==> src/rtl/apb_master_bridge.sv <==
// apb_master_bridge: turns single valid/ready requests into APB transfers.
// One transfer in flight; ACCESS phase is bounded by a timeout abort.
module apb_master_bridge #(
    parameter int ADDR_WIDTH = 32,
    parameter int DATA_WIDTH = 32,
    parameter int TIMEOUT    = 16
) (
    input  logic                  PCLK,
    input  logic                  PRESET,
    input  logic                  req_valid,
    output logic                  req_ready,
    input  logic                  req_write,
    input  logic [ADDR_WIDTH-1:0] req_addr,
    input  logic [DATA_WIDTH-1:0] req_wdata,
    output logic                  rsp_valid,
    input  logic                  rsp_ready,
    output logic [DATA_WIDTH-1:0] rsp_rdata,
    output logic                  rsp_err,
    output logic                  PSEL,
    output logic                  PENABLE,
    output logic                  PWRITE,
    output logic [ADDR_WIDTH-1:0] PADDR,
    output logic [DATA_WIDTH-1:0] PWDATA,
    input  logic [DATA_WIDTH-1:0] PRDATA,
    input  logic                  PREADY
);

    localparam int CW = $clog2(TIMEOUT);
    localparam logic [CW-1:0] CNT_MAX = CW'(TIMEOUT - 1);

    typedef enum logic [1:0] {
        IDLE,
        SETUP,
        ACCESS,
        RESP
    } state_t;

    state_t        state;
    logic [CW-1:0] cnt;

    // Only an idle, out-of-reset bridge takes a new request.
    assign req_ready = (state == IDLE) && !PRESET;

    // Transfer sequencer: APB phases, timeout counter and response hold.
    always_ff @(posedge PCLK or posedge PRESET) begin
        if (PRESET) begin
            state     <= IDLE;
            cnt       <= '0;
            PSEL      <= 1'b0;
            PENABLE   <= 1'b0;
            PWRITE    <= 1'b0;
            PADDR     <= '0;
            PWDATA    <= '0;
            rsp_valid <= 1'b0;
            rsp_err   <= 1'b0;
            rsp_rdata <= '0;
        end else begin
            unique case (state)
                IDLE: begin
                    PENABLE <= 1'b0;
                    if (req_valid) begin
                        PWRITE <= req_write;
                        PADDR  <= req_addr;
                        PWDATA <= req_wdata;
                        PSEL   <= 1'b1;
                        state  <= SETUP;
                    end else begin
                        PSEL <= 1'b0;
                    end
                end
                SETUP: begin
                    PENABLE <= 1'b1;
                    cnt     <= '0;
                    state   <= ACCESS;
                end
                ACCESS: begin
                    // A ready slave beats a timeout landing in the same cycle.
                    if (PREADY) begin
                        rsp_rdata <= PWRITE ? '0 : PRDATA;
                        rsp_err   <= 1'b0;
                        rsp_valid <= 1'b1;
                        PSEL      <= 1'b0;
                        PENABLE   <= 1'b0;
                        state     <= RESP;
                    end else if (cnt == CNT_MAX) begin
                        rsp_rdata <= '0;
                        rsp_err   <= 1'b1;
                        rsp_valid <= 1'b1;
                        PSEL      <= 1'b0;
                        PENABLE   <= 1'b0;
                        state     <= RESP;
                    end else begin
                        cnt <= cnt + 1'b1;
                    end
                end
                RESP: begin
                    if (rsp_ready) begin
                        rsp_valid <= 1'b0;
                        rsp_err   <= 1'b0;
                        state     <= IDLE;
                    end
                end
                default: state <= IDLE;
            endcase
        end
    end

endmodule

==> config.mk <==
export PLATFORM = sky130hd
export DESIGN_NAME = apb_master_bridge
export DESIGN_NICKNAME = d
export VERILOG_FILES = /design/src/rtl/apb_master_bridge.sv
export SDC_FILE = /design/constraint.sdc
export NUM_CORES = 1
export LEC_CHECK = 0
export ABC_AREA = 1
export CORE_ASPECT_RATIO = 1.5
export CORE_UTILIZATION = 30
export CTS_BUF_LIST = sky130_fd_sc_hd__clkbuf_4 sky130_fd_sc_hd__clkbuf_8 sky130_fd_sc_hd__clkbuf_16
export DETAILED_ROUTE_END_ITERATION = 10
export HOLD_SLACK_MARGIN = 0.12
export SLEW_MARGIN = 20
export SYNTH_ARGS = -nofsm -noshare
export SYNTH_HDL_FRONTEND = slang
export SYNTH_SLANG_ARGS = --single-unit
export TNS_END_PERCENT = 30
==> constraint.sdc <==
create_clock -name PCLK -period 8.3 [get_ports PCLK]
set_clock_uncertainty 0.15 [all_clocks]
set_input_delay 1.66 -clock PCLK [delete_from_list [all_inputs] [get_ports PCLK]]
set_output_delay 1.66 -clock PCLK [all_outputs]
set_load 0.1 [all_outputs]
Word level (Yosys, flattened, before mapping). Cells that the tools add are included.

Output and inout bits: 102. Register bits after elaboration: 107. Word-level logic and storage cells: 57. Input bits: 102.

Muxes and demuxes: 22. Reduce and logical (&&, ||, !) cells: 15. Equality and inequality tests: 9. $add $sub $neg: 1.

Operators with widths (count): 2-to-1 mux 32 bit (3); AND reduction 3 bit (3); 2-to-1 mux 2 bit (4); 2-to-1 mux 4 bit (2); inequality test 2 bit (second input constant) (4); case mux 2 bit (4 select lines) (1); case mux 4 bit (2 select lines) (1); AND reduction 2 bit (4); nonzero test 2 bit (4); 2-to-1 mux 1 bit (7); case mux 1 bit (2 select lines) (3); adder 4 x 1 -> 4 bit (second input constant) (1); == test 2 bit (second input constant) (2); == test 4 bit (second input constant) (1); inequality test 3 bit (second input constant) (1); case mux 1 bit (3 select lines) (1); nonzero test 3 bit (1); == test 2 x 1 -> 1 bit (second input constant) (1); zero test 2 bit (1); logical AND 1 bit (1); zero test 1 bit (1).

Logic depth before layout (Yosys ltp).
Depth after elaboration: 4. Gate-level depth with buffers: 7. Depth with buffers taken out: 7.

Least setup slack after synthesis. No wires, ideal clock.

Kind: input-to-output. Start point: input PRESET. End point: output req_ready. Stages: 1. Required time: 6.490 ns. Data arrival time: 2.913 ns. Buffers on the path: 0. Slack: 3.577 ns. Cell sequence: nor2_1.

Cells in the longest elaborated chain, start to end: 2.

Ends and longest elaborated chain: start, declared (RTL line 9) `input logic PRESET,`; zero test 1 bit (no line); logical AND 1 bit (RTL line 42) `assign req_ready = (state == IDLE) && !PRESET;`; end, declared (RTL line 11) `output logic req_ready,`.

No other way between the ends.

Final worst setup path. Ends and elaborated chain as after synthesis.

==> out/results.tsv <==
stage	metric	value	unit
outcome	result of the run	complete, no violations	
cts	clock tree from TritonCTS	done	
sta	final count of negative-setup-slack endpoints	0	
synthesis	Post-Synthesis Cells	349	
cts	clock input transition at the sequential cells of the worst setup and hold paths	0.07	ns
layout	most used cells in the layout excluding fill and tap cells	sky130_fd_sc_hd__clkdlybuf4s50_1 (203), sky130_fd_sc_hd__dfrtp_1 (107), sky130_fd_sc_hd__nand2_1 (57), sky130_fd_sc_hd__inv_1 (42), sky130_fd_sc_hd__mux2_4 (39)	
die	initial cell density of the core	0.306	
global_route	GRT Max-Usage Layer	met2	
synthesis	register area share after synthesis	0.606	
synthesis	biggest area consumer among synthesized cells	sky130_fd_sc_hd__dfrtp_1	
synthesis	top cell type's share of synthesized area	0.606	
detailed_routing	First-pass DRT Iterations	4	
cts	setup repair bufs after CTS	0	
detailed_routing	average detailed-routed wire length per instance	14.5	um
sta	hold violation total from the final report	0	
synthesis	proportion of synthesized area in mux cells	0.199	
sta	count of pins over their slew limit	0	
detailed_routing	Remaining DRCs	0	
place	GPL Wtd Cong	0.723	
cts	H-tree levels	3	
sta	final period utilization	0.625	
synthesis	FF+latch count, synth	107	
synthesis	Post-Syn Nets	457	
global_route	first-pass GRT wire length	16.7	mm
global_route	largest net degree at the start of global routing	67	
setup_path	kind of end point of the critical path	output port	
global_route	vias in the first global route	3392	
detailed_routing	detailed-route via count	3256	
worst_hold_path	worst min-delay path class	flip-flop to flip-flop	
detailed_routing	antenna viol nets, final	0	
synthesis	leading cell types by total area after synthesis	sky130_fd_sc_hd__dfrtp_1 (61%), sky130_fd_sc_hd__mux2_4 (13%), sky130_fd_sc_hd__mux2_2 (6.6%), sky130_fd_sc_hd__nand2_1 (5.0%), sky130_fd_sc_hd__o21ai_0 (4.0%)	
place	hpwl dp	7.91	mm
die	Vert. Die Dim	151	um
synthesis	per-instance average area after synthesis	12.7	sq um
sta	Total Negative Setup Slacks	0	ns
die	die area	15200	sq um
sta	FMAX	193	MHz
global_route	met3 Usage GRT	0.0460	
synthesis	area share of fa/ha/maj cells after synthesis	0.0170	
sta	Slew headroom	0.300	
synthesis	cell area after technology mapping	4420	sq um
setup_path	CP Launch Type	input port	
place	PortBufs	203	
global_route	met2 Resource Use GR	0.261	
layout	nets@finish	659	
cts	sink count of the clock tree	107	
synthesis	main combinational cell family by area after synthesis	multiplexers	
cts	total CTS buffers	9	
cts	CTS Buffer Depth	2	
global_route	GRT Residual Overflow	0	
detailed_routing	aggregate routed wire length	10.9	mm
cts	number of buffers added to fix hold violations after cts	0	
cts	number of instances resized during post-cts repair	0	
setup_path	critical path peak fanout	2	
synthesis	simple-gate share of the synthesized area	0.0719	
flow_run	number of max-capacitance violations reported	0	
layout	most common library cell in the layout ignoring fill and taps	sky130_fd_sc_hd__clkdlybuf4s50_1	
layout	fraction of final layout cells sized beyond drive strength 1	0.158	
die	standard-cell row count	54	
setup_path	Critical Setup Path Class	input port to output port	
die	width of the die	101	um
cts	Skew-Pair Late Insertion Delay	0.35	ns
synthesis	count of unique library cells instantiated by Yosys	18	
sta	slew of the pin with the lowest slew margin	1.05	ns
global_route	antenna violations before repair	0	
detailed_routing	number of vias per cell after detailed routing	4.33	
layout	diodes inserted	0	
synthesis	number of warnings issued by yosys	0	
cts	CTS root buf	sky130_fd_sc_hd__clkbuf_16	
layout	final standard cell utilization of the core	0.479	
sta	setup repair after global routing missed its margin	false	
synthesis	area fraction in compound gates after synthesis	0.0408	
synthesis	xor and xnor area share after synthesis	0.00198	
global_route	GR Util met1	0.151	
detailed_routing	violation count after the first detailed-routing iteration	51	
die	count of pins on the block boundary	204	
global_route	combined global-route utilization of all metal layers	0.143	
die	core area	14500	sq um
setup_path	data arrival at the endpoint of the critical path	3.38	ns
sta	clock period minus worst slack	5.19	ns
setup_path	Required @ worst endpoint	6.49	ns
layout	signed area change from the synthesized netlist to the final layout	56.8	%
## metrics by stage
| step | setup WS (ns) | std cells | hold slack [ns] | instance area (sq um) |
|---|---|---|---|---|
| 2_1_floorplan | 3.58 | 349 | 0.336 | 4420 |
| 3_3_place_gp | 3.09 | 735 | 0.310 | 6590 |
| 3_5_place_dp | 3.11 | 736 | 0.319 | 6610 |
| 4_1_cts | 3.10 | 752 | 0.335 | 6920 |
| 5_1_grt | 3.08 | 752 | 0.363 | 6930 |
| 6_report | 3.11 | 752 | 0.330 | 6930 |
## kinds of logic after synthesis
kind of cell,count (synthesis)
adders and majority gates,6
xor gates and xnor gates,1
buffers and inverters,57
DFF,107
muxes,65
AOI/OAI and AO/OA,36
and+or+nand+nor,77
## per-layer routing
layer	part of all wire	vias to the layer above
met3	0.066	13
met1	0.37	1591
met4	0.021	0
met2	0.54	121
met5	0	-
li1	-	1531
## worst paths after layout
kind / startpoint / end / slack (ns) / cells after the start
worst max-delay path: PRESET / req_ready / 3.11 / 3
worst min-delay path: PENABLE / PENABLE / 0.33 / 2
worst max register to register: state[0] / PADDR[28] / 6.28 / 4
worst min register to register: PENABLE / PENABLE / 0.33 / 2
max in group asynchronous: PRESET / PADDR[10] / 5.16 / 3
min in group asynchronous: PRESET / PADDR[23] / 1.58 / 2
## state kept, by name, summed over array words and instances, names as in the netlist
name,cells
rsp_rdata,32
cnt,4
rsp_valid,1
PSEL,1
PWRITE,1
rsp_err,1
state,2
PENABLE,1
PWDATA,32
PADDR,32
## synth_stat cells, drive strengths merged
cell type	count
dfrtp	107
nand3b	1
a21oi	1
nand3	10
o21ai	35
inv	43
nand2	59
nand4	3
xnor2	1
or2	2
buf	11
mux2	65
ha	6
nor2	2
clkbuf	3
## critical path, cell delays in order
cell,delay [ns]
sky130_fd_sc_hd__clkdlybuf4s50_1,0.46
sky130_fd_sc_hd__nor2_1,0.13
sky130_fd_sc_hd__clkdlybuf4s50_1,1.14
## layout make-up
class	instances	area, sq um
Sequential cell	107	2680
Fill cell	1375	7530
Inverter	43	164
Clock buffer	11	246
Timing Repair Buffer	205	2050
Tap cell	196	245
Clock inverter	5	60.1
Multi-Input combinational cell	185	1480
Power is not shown: default switching activity piles up to over one toggle a cycle in this logic, so the estimate is an artifact.
